**src/rtl/score_pkg.sv**
```systemverilog
// Shared constants and saturating arithmetic helpers
// for the multi-channel score tracker.
package score_pkg;

  localparam int STREAK_W     = 4;
  localparam int DEF_PLAYERS  = 2;
  localparam int DEF_SCORE_W  = 16;
  localparam int DEF_THRESH   = 5;
  localparam int DEF_BONUS    = 10;
  localparam int DEF_PENALTY  = 0;

  // One bit of headroom above the widest supported score (32).
  typedef logic [32:0] calc_t;

  function automatic calc_t sat_add(
    input calc_t a,
    input calc_t b,
    input calc_t max
  );
    calc_t s;
    s = a + b;
    return (s > max) ? max : s;
  endfunction

  function automatic calc_t sat_sub(
    input calc_t a,
    input calc_t b
  );
    return (a > b) ? (a - b) : '0;
  endfunction

endpackage

```
**src/rtl/score_channel.sv**
```systemverilog
// Single score channel: score, hit streak, bonus strobe
// and miss penalty, all registered with latency 1.
module score_channel
  import score_pkg::*;
#(
  parameter int SCORE_W      = DEF_SCORE_W,
  parameter int BONUS_THRESH = DEF_THRESH,
  parameter int BONUS_POINTS = DEF_BONUS,
  parameter int MISS_PENALTY = DEF_PENALTY
) (
  input  logic                clk,
  input  logic                rst,
  input  logic                clear,
  input  logic                hit,
  input  logic                miss,
  output logic [SCORE_W-1:0]  score,
  output logic [STREAK_W-1:0] streak,
  output logic                bonus
);

  localparam calc_t MAX_SC = (calc_t'(1) << SCORE_W) - calc_t'(1);
  localparam calc_t BON_SC = calc_t'(1 + BONUS_POINTS);
  localparam calc_t PEN_SC = calc_t'(MISS_PENALTY);
  localparam logic [STREAK_W:0] THR = (STREAK_W+1)'(BONUS_THRESH);

  logic [SCORE_W-1:0]  r_score;
  logic [STREAK_W-1:0] r_streak;
  logic                r_bonus;

  calc_t               w_cur;
  calc_t               w_score_nx;
  logic [STREAK_W-1:0] w_streak_nx;
  logic                w_bonus_nx;
  logic                w_at_thr;

  assign w_cur    = calc_t'(r_score);
  assign w_at_thr = ({1'b0, r_streak} + 1'b1) == THR;

  // Next-state: a miss overrides a simultaneous hit.
  always_comb begin
    w_score_nx  = w_cur;
    w_streak_nx = r_streak;
    w_bonus_nx  = 1'b0;
    if (miss) begin
      w_streak_nx = '0;
      w_score_nx  = sat_sub(w_cur, PEN_SC);
    end else if (hit) begin
      if (w_at_thr) begin
        w_streak_nx = '0;
        w_score_nx  = sat_add(w_cur, BON_SC, MAX_SC);
        w_bonus_nx  = 1'b1;
      end else begin
        w_streak_nx = r_streak + 1'b1;
        w_score_nx  = sat_add(w_cur, calc_t'(1), MAX_SC);
      end
    end
  end

  // Channel state; clear discards same-cycle strobes.
  always_ff @(posedge clk or posedge rst) begin
    if (rst) begin
      r_score  <= '0;
      r_streak <= '0;
      r_bonus  <= 1'b0;
    end else if (clear) begin
      r_score  <= '0;
      r_streak <= '0;
      r_bonus  <= 1'b0;
    end else begin
      r_score  <= w_score_nx[SCORE_W-1:0];
      r_streak <= w_streak_nx;
      r_bonus  <= w_bonus_nx;
    end
  end

  assign score  = r_score;
  assign streak = r_streak;
  assign bonus  = r_bonus;

endmodule

```
**src/rtl/multi_score_tracker.sv**
```systemverilog
// N independent score channels plus a registered
// leader / all-time high-score stage (latency 2).
module multi_score_tracker
  import score_pkg::*;
#(
  parameter int N_PLAYERS    = DEF_PLAYERS,
  parameter int SCORE_W      = DEF_SCORE_W,
  parameter int BONUS_THRESH = DEF_THRESH,
  parameter int BONUS_POINTS = DEF_BONUS,
  parameter int MISS_PENALTY = DEF_PENALTY
) (
  input  logic                          clk,
  input  logic                          rst,
  input  logic                          clear,
  input  logic [N_PLAYERS-1:0]          hit_pulse,
  input  logic [N_PLAYERS-1:0]          miss_pulse,
  output logic [N_PLAYERS*SCORE_W-1:0]  score,
  output logic [N_PLAYERS*STREAK_W-1:0] streak,
  output logic [N_PLAYERS-1:0]          bonus_pulse,
  output logic [SCORE_W-1:0]            high_score,
  output logic [2:0]                    leader
);

  logic [N_PLAYERS*SCORE_W-1:0] w_score;
  logic [SCORE_W-1:0]           w_max;
  logic [2:0]                   w_best;
  logic [SCORE_W-1:0]           r_high;
  logic [2:0]                   r_leader;

  for (genvar g = 0; g < N_PLAYERS; g++) begin : g_ch
    score_channel #(
      .SCORE_W      (SCORE_W),
      .BONUS_THRESH (BONUS_THRESH),
      .BONUS_POINTS (BONUS_POINTS),
      .MISS_PENALTY (MISS_PENALTY)
    ) u_ch (
      .clk    (clk),
      .rst    (rst),
      .clear  (clear),
      .hit    (hit_pulse[g]),
      .miss   (miss_pulse[g]),
      .score  (w_score[g*SCORE_W +: SCORE_W]),
      .streak (streak[g*STREAK_W +: STREAK_W]),
      .bonus  (bonus_pulse[g])
    );
  end

  // Max over registered scores; strict > keeps lowest tied index.
  always_comb begin
    w_max  = w_score[SCORE_W-1:0];
    w_best = 3'd0;
    for (int i = 1; i < N_PLAYERS; i++) begin
      if (w_score[i*SCORE_W +: SCORE_W] > w_max) begin
        w_max  = w_score[i*SCORE_W +: SCORE_W];
        w_best = 3'(i);
      end
    end
  end

  // Leader and monotonic high score; clear leaves high alone.
  always_ff @(posedge clk or posedge rst) begin
    if (rst) begin
      r_leader <= 3'd0;
      r_high   <= '0;
    end else begin
      r_leader <= clear ? 3'd0 : w_best;
      if (w_max > r_high) begin
        r_high <= w_max;
      end
    end
  end

  assign score      = w_score;
  assign high_score = r_high;
  assign leader     = r_leader;

endmodule

```
**config.mk**
```make
export PLATFORM = sky130hd
export DESIGN_NAME = multi_score_tracker
export DESIGN_NICKNAME = d
export VERILOG_FILES = /design/src/rtl/score_pkg.sv /design/src/rtl/score_channel.sv /design/src/rtl/multi_score_tracker.sv
export SDC_FILE = /design/constraint.sdc
export NUM_CORES = 1
export LEC_CHECK = 0
export ABC_CLOCK_PERIOD_IN_PS = 6300
export CAP_MARGIN = 20
export CORE_ASPECT_RATIO = 1.4
export CORE_MARGIN = 4
export CORE_UTILIZATION = 49
export DETAILED_ROUTE_END_ITERATION = 8
export GPL_TIMING_DRIVEN = 0
export PLACE_DENSITY_LB_ADDON = 0.12
export SYNTH_ARGS = -nofsm -noshare
export SYNTH_HDL_FRONTEND = slang
export SYNTH_SLANG_ARGS = --single-unit
export TNS_END_PERCENT = 10
```
**constraint.sdc**
```tcl
create_clock -name clk -period 6.3 [get_ports clk]
set_clock_uncertainty 0.2 [all_clocks]
set_input_delay 0.945 -clock clk [delete_from_list [all_inputs] [get_ports clk]]
set_output_delay 0.945 -clock clk [all_outputs]
set_load 0.02 [all_outputs]
```
# Word level (Yosys, flattened, before mapping)

Index checks and enable logic that the tools add are counted.

Register bits after elaboration: 61
Output and inout port bits: 61

Add/subtract/negate cells: 8
Order comparisons: 8
Equal/unequal tests: 4
Multiplexer cells: 33
Reductions and logical operators: 4

Operators with widths:

| kind                    | number |
|---|---|
| $mux W16                | 15 |
| $gt A17 B16 Y1 const B  | 4 |
| $add A16 B1 Y17 const B | 2 |
| $add A16 B4 Y17 const B | 2 |
| $gt A16 B1 Y1 const B   | 2 |
| $gt A16 B16 Y1          | 2 |
| $mux W4                 | 8 |
| $add A4 B1 Y5 const B   | 2 |
| $eq A5 B3 Y1 const B    | 2 |
| $mux W1                 | 9 |
| $add A4 B1 Y4 const B   | 2 |
| $ne A3 B3 Y1 const B    | 2 |
| $reduce_bool A3 Y1      | 2 |
| $reduce_and A2 Y1       | 2 |
| $mux W3                 | 1 |

# Logic depth before layout (Yosys ltp)

Depth after elaboration: 7
Depth in mapped cells: 19
Mapped depth without buffers: 16

# Modules after synthesis

From an unflattened synthesis, not the netlist that was laid out.

Cells, all modules: 758
Area, all modules: 5916.9 µm²

By module, submodules not included:

| module              | instances | cells each | area an instance (µm²) | seq. area each (µm²) |
|---|---|---|---|---|
| score_channel       | 2         | 255        | 1958.1                 | 525.5 |
| multi_score_tracker | 1         | 248        | 2000.7                 | 425.4 |

# Worst setup path after synthesis

Ideal clock, no wire load.

Path kind: reg-to-reg
Start point: register g_ch[0].u_ch.r_score[2]
End point: register r_high[15] (netlist: high_score[15])
Setup time: 125 ps
Arrival: 5137 ps
Data required time: 5975 ps
Setup slack: 839 ps
Stages on the path, launching flop included: 20
Path buffers: 3
Clock period less this slack: 5461 ps
Cells stage by stage: dfrtp_1 -> clkbuf_1 -> inv_1 -> ha_1 -> a21o_1 -> a221o_1 -> a221oi_1 -> o221ai_1 -> o21ai_1 -> buf_2 -> mux2i_1 -> ha_1 -> nor2b_1 -> o21ai_0 -> nand2b_1 -> a21oi_1 -> o31ai_1 -> o31ai_1 -> clkbuf_1 -> mux2_2

Word-level cells in the longest chain between the ends: 3

RTL lines:

| what                   | RTL line                  | RTL |
|---|---|---|
| from (decl)            | score_channel.sv:26       | `logic [SCORE_W-1:0] r_score;` |
| from (signal assigned) | score_channel.sv:70       | `r_score <= w_score_nx[SCORE_W-1:0];` |
| $gt A16 B16 Y1         | multi_score_tracker.sv:53 | `if (w_score[i*SCORE_W +: SCORE_W] > w_max) begin` |
| $mux W16               | multi_score_tracker.sv:53 |  |
| named net w_max[1]     | multi_score_tracker.sv:25 | `logic [SCORE_W-1:0] w_max;` |
| $gt A16 B16 Y1         | multi_score_tracker.sv:67 | `if (w_max > r_high) begin` |
| to (signal assigned)   | multi_score_tracker.sv:68 | `r_high <= w_max;` |
| to (decl)              | multi_score_tracker.sv:27 | `logic [SCORE_W-1:0] r_high;` |

The timed path passes the listed nets, and every way through them passes these cells.
A chain may end at the register's enable or synchronous reset.

# Final worst setup path

Start point: register g_ch[0].u_ch.r_score[2]
End point: register r_high[8] (netlist: high_score[8])

Same word-level chain as after synthesis.

==> out/results.txt <==
Mux contribution to synthesized area = 7.261%
Initial Util = 50.96%
Worst reg-to-reg setup slack = 0.57 ns
GRT Util Overall = 29.97%
Max-cap viol count = 0
GP Congestion = 1.021
Prevailing post-synth register cell = dfrtp_1
Row cnt = 44
Crit path capture = high_score[8]
Post-synth EDFFs = 0
First DRT Iteration DRCs = 413
Final Setup Violations = 0
Avg Cell Area, Syn = 7.927 µm²
P&R area growth vs syn = 21.88%
Status = finished clean
Via/cell ratio = 6.370
Yosys top cell area share = 27.55%
Chip height = 131.7 µm
Ports = 68
Tightest Pin Transition = 1.170 ns
Post-synthesis adder-cell area fraction = 10.27%
Arr. time, crit path = 5.74 ns
Number of synthesized register bits = 59
Clock transition at path regs = 0.06 ns
Area leader, netlist = dfrtp_1
Pwr dens = 168.0 nW/µm²
First-pass GRT wire length = 29.57 mm
Synth async-reset ratio = 100.0%
Post-synth top cells = 62 x o21ai_0, 59 x dfrtp_1, 59 x inv_1
Die area = 12700 µm²
Cell with the most instances after synthesis = o21ai_0
I/O Buffers = 65
Cts bufs inserted = 9
Worst r2r path cells = 19
Post-route ant nets = 0
Critical Path Source = g_ch[0].u_ch.score[2]
Fin nets = 806
Max Root-Sink Buffers = 2
Crit-path max FO = 10
Yosys cell types = 61
Hold-fix buffers, CTS = 0
Slew HR = 21.97%
DR pass1 iterations = 7
Switching Share = 28.42%
CP Data Required Time = 6.32 ns
Simple-Gate Fraction of Synth Area = 20.85%
Crit path kind = register to register
Clk_lat worst skew = 0.33 ns
Clock Tree Root = clkbuf_16
Total gr overflow = 0
DR WL/cell = 20.64 µm
Resize count post-CTS = 2
RR Endpoint = high_score[8]
Min Hold Slack = 0.3287 ns
Synth top area cells = dfrtp_1 28%, ha_1 10%, o21ai_0 5.8%, mux2_2 4.8%, a21oi_1 4.6%
Xor and xnor area share after synthesis = 4.249%
Clock share of power = 46.1%
Peak VDD IR = 0.1498 mV
Sequential element share of the synthesized area = 27.55%
Vias = 5720
DRC = 0
ANT cells = 0
Htree depth = 3
Max Clock Freq = 0.1746 GHz
Synthesis Warnings = 0
Core area = 10520 µm²
LEAKAGE = 2.694 nW
Die width = 96.39 µm
Number of post-CTS setup repair buffers = 0
Largest family of logic cells by synthesized area = compound AO/OA/AOI/OAI gates
Post-synthesis compound-gate area fraction = 21.95%
Place WS = -0.2681 ns
Combinational cell fraction of total power = 18.1%
Final Hold Viols = 0
Final min period = 5.728 ns
Largest net degree at the start of global routing = 33
Register share of total power = 35.8%
R2r startpoint = g_ch[0].u_ch.score[2]
Post-Synthesis Cells = 676
Int Pwr = 0.0007853 W
TritonCTS clock tree = built
Crit share post-route = 90.93%
Switching power = 0.0003118 W
Vias in the first global route = 5776
Worst Setup Start Kind = register
Dpl hpwl = 14.12 mm
Share of cells above drive strength 1 = 9.737%
Worst Setup Slack, final = 0.5717 ns
Slew Limit Fails = 0
Synthesized cell area = 5359 µm²
Critical path capture point type = register
Drt total wl = 18.54 mm
Initial antenna violation count = 0
Sink Count = 59
RSZ-0062 raised after global routing = no
Hold crit path type = register to register
## cell type report
cell class | count | area, µm²
buffer | 43 | 195.2
inverter | 60 | 225.2
clock inverter | 6 | 65.06
timing repair buffer | 67 | 675.6
fill | 925 | 3984
multi-input combinational | 515 | 3482
tap | 138 | 172.7
clock buffer | 10 | 239.0
sequential | 59 | 1476
## state kept, by name (all words and copies together), names as in the netlist
register / cells
g_ch.u_ch.bonus: 2
g_ch.u_ch.score: 32
g_ch.u_ch.streak: 8
high_score: 16
leader: 1
## through the flow
| step | setup TNS, ns | instances | util [%] | total power, W | area, µm² |
|---|---|---|---|---|---|
| after floorplan | 0 | 677 | - | 0.0005297 | 5363 |
| after global placement | -1.288 | 880 | 58.83 | 0.0005831 | 6186 |
| after detailed placement | -2.488 | 881 | 59.02 | 0.0005886 | 6206 |
| after CTS | 0 | 897 | 62.04 | 0.001105 | 6524 |
| after global routing | 0 | 898 | 62.11 | 0.001145 | 6531 |
| final | 0 | 898 | 62.11 | 0.001097 | 6531 |
## cells in the final DEF (no fill, tap or decap), types with 4 or more instances in the layout
master           instances
nor4_1                  10
or2_2                    4
buf_2                   14
mux2i_1                 13
and3_1                   9
clkinvlp_4               4
clkbuf_16                9
clkdlybuf4s50_1         65
buf_4                    4
o21ai_1                  5
inv_1                   58
a221oi_1                 7
o31ai_1                  6
ha_1                    44
dfrtp_1                 59
a21o_1                  13
nand2b_1                 6
a211oi_1                 6
nor2b_1                  4
nor2_1                  53
o221ai_1                 4
nor3_1                  31
o21ai_0                 62
nand4_1                 18
o211ai_1                 4
or3_1                    4
clkbuf_1                23
nand2_1                 34
o21a_1                   5
mux2_2                  23
a21oi_1                 49
and2_1                   4
nand3_1                 24
xnor2_1                 25
## power by group through the flow
stage / registers (W) / logic [W] / clock network (W)
after global routing: 0.000394 / 0.000215 / 0.000535
after CTS: 0.000393 / 0.000198 / 0.000515
after global placement: 0.000399 / 0.000184 / 0
after detailed placement: 0.000399 / 0.000189 / 0
after floorplan: 0.000406 / 0.000123 / 0
final: 0.000393 / 0.000198 / 0.000506
## worst min path at each step
stage / start / end / slack [ns] / cells after the start
3_5_place_dp: high_score[2] / high_score[2] / 0.32 / 1
4_1_cts: high_score[2] / high_score[2] / 0.33 / 1
5_1_grt: high_score[15] / high_score[15] / 0.35 / 1
2_1_floorplan: high_score[0] / high_score[0] / 0.42 / 2
3_3_place_gp: high_score[1] / high_score[1] / 0.32 / 1
6_report: high_score[2] / high_score[2] / 0.33 / 1
## metal layers
metal  vias to the layer above  part of all wire (%)  GRT usage [%]
met5                         -                     0              0
met4                         0                   5.2          17.08
met3                        76                   6.4          4.683
met2                       303                    52          51.09
met1                      2736                    37          34.62
li1                       2605                     -              -
## critical path: stages (launching register included)
cell and delay [ns]:
dfrtp_1 0.39, clkbuf_2 0.27, inv_1 0.17, ha_1 0.34, a21o_1 0.19, a221o_1 0.35
a221oi_1 0.32, o221ai_1 0.14, o21ai_1 0.39, buf_2 0.43, mux2i_1 0.31, ha_1 0.29
nor2b_1 0.13, o21ai_0 0.14, nand2b_1 0.07, a21oi_1 0.21, o31ai_1 0.13, o31ai_4 0.44
clkbuf_2 0.34, mux2_2 0.37
## cell families after synthesis
group           after synthesis
compound gates              189
buf+inv                     103
mux                          36
flops                        59
xor+xnor                     26
other cells                   1
fa+ha+maj                    44
simple gates                218
No activity file was read; power rests on OpenSTA's default activity.
